==> src/rtl/mem_arbiter.sv <==
// rtl/mem_arbiter.sv - ST > LD > IF arbiter for the shared byte-serial memory controller
// Optional grant/stall statistics: define MEM_ARB_STAT_EN.
module mem_arbiter #(
  parameter int ADDR_W     = 32,
  parameter int STARVE_MAX = 4,
  parameter int STAT_W     = 16
) (
  input  logic              clk,
  input  logic              rst,
  input  logic              rdy,
  input  logic              clr,
  input  logic              io_full,
  input  logic              if_req,
  input  logic [ADDR_W-1:0] if_addr,
  output logic              if_done,
  input  logic              ld_req,
  input  logic [ADDR_W-1:0] ld_addr,
  input  logic [2:0]        ld_len,
  output logic              ld_done,
  input  logic              st_req,
  input  logic [ADDR_W-1:0] st_addr,
  input  logic [2:0]        st_len,
  input  logic [31:0]       st_data,
  output logic              st_done,
  output logic [31:0]       rdata,
  output logic              mc_en,
  output logic              mc_ls,
  output logic [2:0]        mc_len,
  output logic [ADDR_W-1:0] mc_addr,
  output logic [31:0]       mc_wdata,
`ifdef MEM_ARB_STAT_EN
  output logic [STAT_W-1:0] stat_if,
  output logic [STAT_W-1:0] stat_ld,
  output logic [STAT_W-1:0] stat_st,
  output logic [STAT_W-1:0] stat_stall,
`endif
  input  logic              mc_done,
  input  logic [31:0]       mc_rdata
);

  if (STARVE_MAX < 1 || STARVE_MAX > 15 || STAT_W < 1 || ADDR_W < 18) begin : g_param_check
    $error("mem_arbiter: parameter out of range");
  end

  typedef enum logic [1:0] {S_IDLE, S_BUSY, S_RESP} state_t;
  typedef enum logic [1:0] {OWN_IF, OWN_LD, OWN_ST} owner_t;

  state_t     state, state_nx;
  owner_t     owner, grant_owner;
  logic       grant;
  logic [3:0] starve_cnt;
  logic       squash;

  // Stores into the IO window (addr[17:16]==3) wait while the IO buffer is full.
  logic st_blocked, st_ok, if_ok, ld_ok, force_if;
  assign st_blocked = io_full && (st_addr[17:16] == 2'b11);
  assign st_ok      = st_req && !st_blocked;
  assign if_ok      = if_req && !clr;
  assign ld_ok      = ld_req && !clr;
  assign force_if   = if_ok && (starve_cnt == 4'(STARVE_MAX));

  always_comb begin
    grant       = 1'b0;
    grant_owner = OWN_IF;
    if (force_if) begin
      grant       = 1'b1;
      grant_owner = OWN_IF;
    end else if (st_ok) begin
      grant       = 1'b1;
      grant_owner = OWN_ST;
    end else if (ld_ok) begin
      grant       = 1'b1;
      grant_owner = OWN_LD;
    end else if (if_ok) begin
      grant       = 1'b1;
      grant_owner = OWN_IF;
    end
  end

  always_comb begin
    state_nx = state;
    case (state)
      S_IDLE:  if (grant) state_nx = S_BUSY;
      S_BUSY:  if (mc_done) state_nx = S_RESP;
      S_RESP:  state_nx = S_IDLE;
      default: state_nx = S_IDLE;
    endcase
  end

  always_ff @(posedge clk) begin
    if (rst) state <= S_IDLE;
    else if (rdy) state <= state_nx;
  end

  always_ff @(posedge clk) begin
    if (rst) begin
      owner      <= OWN_IF;
      mc_ls      <= 1'b0;
      mc_len     <= 3'd0;
      mc_addr    <= '0;
      mc_wdata   <= 32'd0;
      rdata      <= 32'd0;
      starve_cnt <= 4'd0;
      squash     <= 1'b0;
    end else if (rdy) begin
      case (state)
        S_IDLE: begin
          if (grant) begin
            owner <= grant_owner;
            case (grant_owner)
              OWN_ST: begin
                mc_ls    <= 1'b1;
                mc_len   <= st_len;
                mc_addr  <= st_addr;
                mc_wdata <= st_data;
              end
              OWN_LD: begin
                mc_ls    <= 1'b0;
                mc_len   <= ld_len;
                mc_addr  <= ld_addr;
                mc_wdata <= 32'd0;
              end
              default: begin
                mc_ls    <= 1'b0;
                mc_len   <= 3'd4;
                mc_addr  <= if_addr;
                mc_wdata <= 32'd0;
              end
            endcase
          end
          if ((grant && grant_owner == OWN_IF) || !if_req) starve_cnt <= 4'd0;
          else if (grant && starve_cnt != 4'(STARVE_MAX)) starve_cnt <= starve_cnt + 4'd1;
        end
        S_BUSY: begin
          // A flushed fetch/load still runs to completion; only its done is dropped.
          if (clr && owner != OWN_ST) squash <= 1'b1;
          if (mc_done) rdata <= (owner == OWN_ST) ? 32'd0 : mc_rdata;
        end
        S_RESP:  squash <= 1'b0;
        default: ;
      endcase
    end
  end

  logic resp_ok;
  assign resp_ok = (state == S_RESP) && !squash && !(rdy && clr && owner != OWN_ST);
  assign mc_en   = (state == S_BUSY);
  assign if_done = resp_ok && (owner == OWN_IF);
  assign ld_done = resp_ok && (owner == OWN_LD);
  assign st_done = resp_ok && (owner == OWN_ST);

`ifdef MEM_ARB_STAT_EN
  always_ff @(posedge clk) begin
    if (rst) begin
      stat_if    <= '0;
      stat_ld    <= '0;
      stat_st    <= '0;
      stat_stall <= '0;
    end else if (rdy && state == S_IDLE) begin
      if (grant) begin
        case (grant_owner)
          OWN_ST:  stat_st <= stat_st + STAT_W'(1);
          OWN_LD:  stat_ld <= stat_ld + STAT_W'(1);
          default: stat_if <= stat_if + STAT_W'(1);
        endcase
      end
      if (st_req && st_blocked) stat_stall <= stat_stall + STAT_W'(1);
    end
  end
`endif

endmodule
==> config.mk <==
export PLATFORM = sky130hd
export DESIGN_NAME = mem_arbiter
export DESIGN_NICKNAME = d
export VERILOG_FILES = /design/src/rtl/mem_arbiter.sv
export SDC_FILE = /design/constraint.sdc
export NUM_CORES = 1
export LEC_CHECK = 0
export CAP_MARGIN = 25
export CORE_ASPECT_RATIO = 1.4
export CORE_MARGIN = 2
export CORE_UTILIZATION = 35
export DETAILED_ROUTE_END_ITERATION = 8
export PLACE_DENSITY = 0.76
export SLEW_MARGIN = 0
export SYNTH_ARGS = -nofsm -noshare
export SYNTH_HDL_FRONTEND = slang
export SYNTH_SLANG_ARGS = --single-unit
export TNS_END_PERCENT = 1
==> constraint.sdc <==
create_clock -name clk -period 2.1 [get_ports clk]
set_input_delay 0.315 -clock clk [delete_from_list [all_inputs] [get_ports clk]]
set_output_delay 0.315 -clock clk [all_outputs]
set_load 0.01 [all_outputs]
==> flow_summary.toml <==
[outcome]
status = "finished clean"

[worst_setup_path]
reg2reg_from = "starve_cnt[1]"
rrSetupSlack_ps = 100
rr_endpoint = "mc_addr[22]"
crit_type = "register to register"
critPathCaptureType = "register"
crit_arrival_ps = 2280
required_ps = 2380
worstRegToRegCells = 12
critPathLaunchType = "register"
crit_fanout = 9
cp-startpoint = "starve_cnt[1]"

[finish]
syn2layout_area_growth_pct = 78.15
final_area_um2 = 8816
multi_input_area_um2 = 2631
stdcell_count = 1075
seq_area_um2 = 2185
layout-drive-gt1-share_pct = 11.12
final_nets = 1065
fill_cells = 1185
post-route-util_pct = 63.67
diodes = 0

[drt]
drt_iter0_drc = 343
antenna_left = 0
drt_wl_total_um = 19210
vias_per_cell = 5.451
drc = 0
vias = 5860
wl_per_cell_um = 17.87
first_pass_iters = 6

[floorplanning]
core-area_um2 = 13850
die-area_um2 = 15120
die-width_um = 104.5
initial_core_util_pct = 35.74
die_h_um = 144.7
ioPinCount = 279
num_rows = 51

[sta]
hold_viol_final = 0
min_period_ps = 2003
tightestPinTransition_ps = 397.3
clock_skew_ps = 8.721
fmax_ghz = 0.4993
timing.final.ws_setup_ps = 97.27
drv_slew = 0
relSlewSlack_pct = 73.51
period_share_pct = 95.37
rsz0062_at_grt = "true"
setup_violations = 0

[place]
post-place-ws_ps = -206.9
finalWeightedCongestion = 0.8268
hpwl_um = 13010
placedCellCount = 1049
placed_cell_area_um2 = 8144
portBuffers = 278

[global_routing]
antenna_found_initial = 0
grt_use_total_pct = 23.20
grt_max_degree = 54
grt-ovfl-total = 0
grt_pass1_wl_um = 28370
grt_pass1_vias = 5643

[synthesis]
synth_edf_count = 0
ys_seq_area_share_pct = 44.10
yosysWarningCount = 0
synth-main-ff-cell = "dfxtp_1"
async_flop_share_pct = 0
syn_nets = 801
synthCells = 621
ys_ff_latch = 109
synth_cell_type_count = 36
synth_area_um2 = 4948
syn_area_per_cell_um2 = 7.969

[cts]
cts_buffers = 9
cts_tree = "yes"
clkTransAtPathRegs_ps = 80
clockBufferDepth = 2
cts_root_buf = "clkbuf_16"
cts_hold_buf = 0
cts_max_level = 3
clock_sinks = 109
clk_latency_ps = 350

[pwr]
p_leak_nw = 3.024
finalPower_w = 0.005418
p_per_area_nw_per_um2 = 614.6
peakVddDrop_uv = 362.9

[worst_hold_path]
hold_class = "input pin to register"
hp-start = "rst"
hold_depth = 2
min_to = "mc_wdata[21]"

[job]
drv_cap = 0
-- cell type report --
type                            instances  area share [%]
Tap cell                              185           2.626
Timing Repair Buffer                  326           38.70
Sequential cell                       109           24.78
Clock buffer                            9           2.555
Inverter                                6          0.2838
Multi-Input combinational cell        433           29.85
Clock inverter                          7           1.206
-- flip-flops by register name, summed over array words and instances, names as in the netlist --
signal	cells
mc_addr	32
rdata	32
mc_ls	1
mc_len	3
starve_cnt	4
squash	1
owner	2
mc_wdata	32
state	2
-- through the flow --
stage / setup TNS, ps / hold WS, ps
finish: 0 / 383.6
global route: -700.1 / 392.1
CTS: 0 / 377.5
detailed placement: -8019 / 442.8
global placement: -5747 / 437.5
floorplan: -325.9 / 466.9
-- kinds of logic after synthesis --
| group | count (synthesis) | share of synthesized area (%) |
|---|---|---|
| flops | 109 | 44.10 |
| simple gates | 170 | 17.37 |
| fa+ha+maj | 5 | 1.264 |
| compound gates | 258 | 30.92 |
| buf+inv | 79 | 6.346 |
-- synthesized netlist by cell type, types with 2 or more instances --
master / n / area [µm²]
nand3_1: 41 / 205.2
a2bb2oi_1: 2 / 17.52
nand4_1: 35 / 219.0
dfxtp_1: 109 / 2182
a21oi_1: 108 / 540.5
nand2_1: 68 / 255.2
a22oi_1: 33 / 247.7
a31oi_1: 3 / 18.77
nand4b_1: 3 / 26.28
a22o_1: 2 / 17.52
and3_1: 2 / 12.51
ha_1: 5 / 62.56
clkbuf_1: 63 / 236.5
buf_2: 7 / 35.03
nor3b_1: 2 / 15.01
o2111ai_1: 32 / 280.3
nor2_1: 7 / 26.28
o21ai_0: 74 / 370.4
nand2b_1: 3 / 18.77
inv_1: 6 / 22.52
-- cell usage in the layout, fill, tap and decap left out, types with 3 or more instances in the layout --
cell type and count:
nor2_1 7, ha_4 3, buf_12 12, nand4b_1 3
buf_6 5, a22oi_1 17, nand4_1 35, a22oi_2 16
nand3_1 41, o2111ai_1 30, inv_1 4, clkbuf_16 15
nand2_1 68, o21ai_0 74, a31oi_1 3, dfxtp_1 107
a21oi_1 107, buf_4 26, nand2b_1 3, clkdlybuf4s50_1 275
-- where the power goes --
group          switching (W)  total, W  internal [W]
Clock               0.000826   0.00189       0.00107
Sequential         0.0000478   0.00220       0.00215
Combinational       0.000599   0.00132      0.000723
Total                0.00147   0.00542       0.00395
-- routing by layer --
layer,wire [µm],vias to the layer above,part of all wire [%],track usage (%)
met5,0,-,0,0
met4,548,0,2.9,8.962
met3,1347,33,7.0,6.270
met2,10100,258,53,42.35
met1,7218,2733,38,25.69
li1,-,2836,-,-
-- worst max-delay path by stage --
stage / slack (ps) / depth (start not counted) / endpoint
4_1_cts: 5 / 9 / mc_addr[22]
3_5_place_dp: -210 / 8 / mc_addr[24]
6_report: 100 / 12 / mc_addr[22]
3_3_place_gp: -140 / 9 / mc_addr[20]
5_1_grt: -80 / 11 / mc_addr[30]
2_1_floorplan: -10 / 13 / mc_addr[4]
-- critical path, stage by stage (launching register included) --
cell and delay [ps]:
dfxtp_2 330, inv_1 40, ha_2 170, nand4b_1 140
nor2_1 80, or2_4 290, inv_4 70, ha_4 220
buf_6 170, a22oi_1 70, nand2_1 70, o2111ai_1 110
a21oi_1 170
-- timing repair --
item	4_1_cts	5_1_grt
cloned	0	7
setup endpoints to repair	3	45
resized for setup	4	33
setup buffers	0	3
pin swaps	0	14
Power figures use the tool's default switching activity.
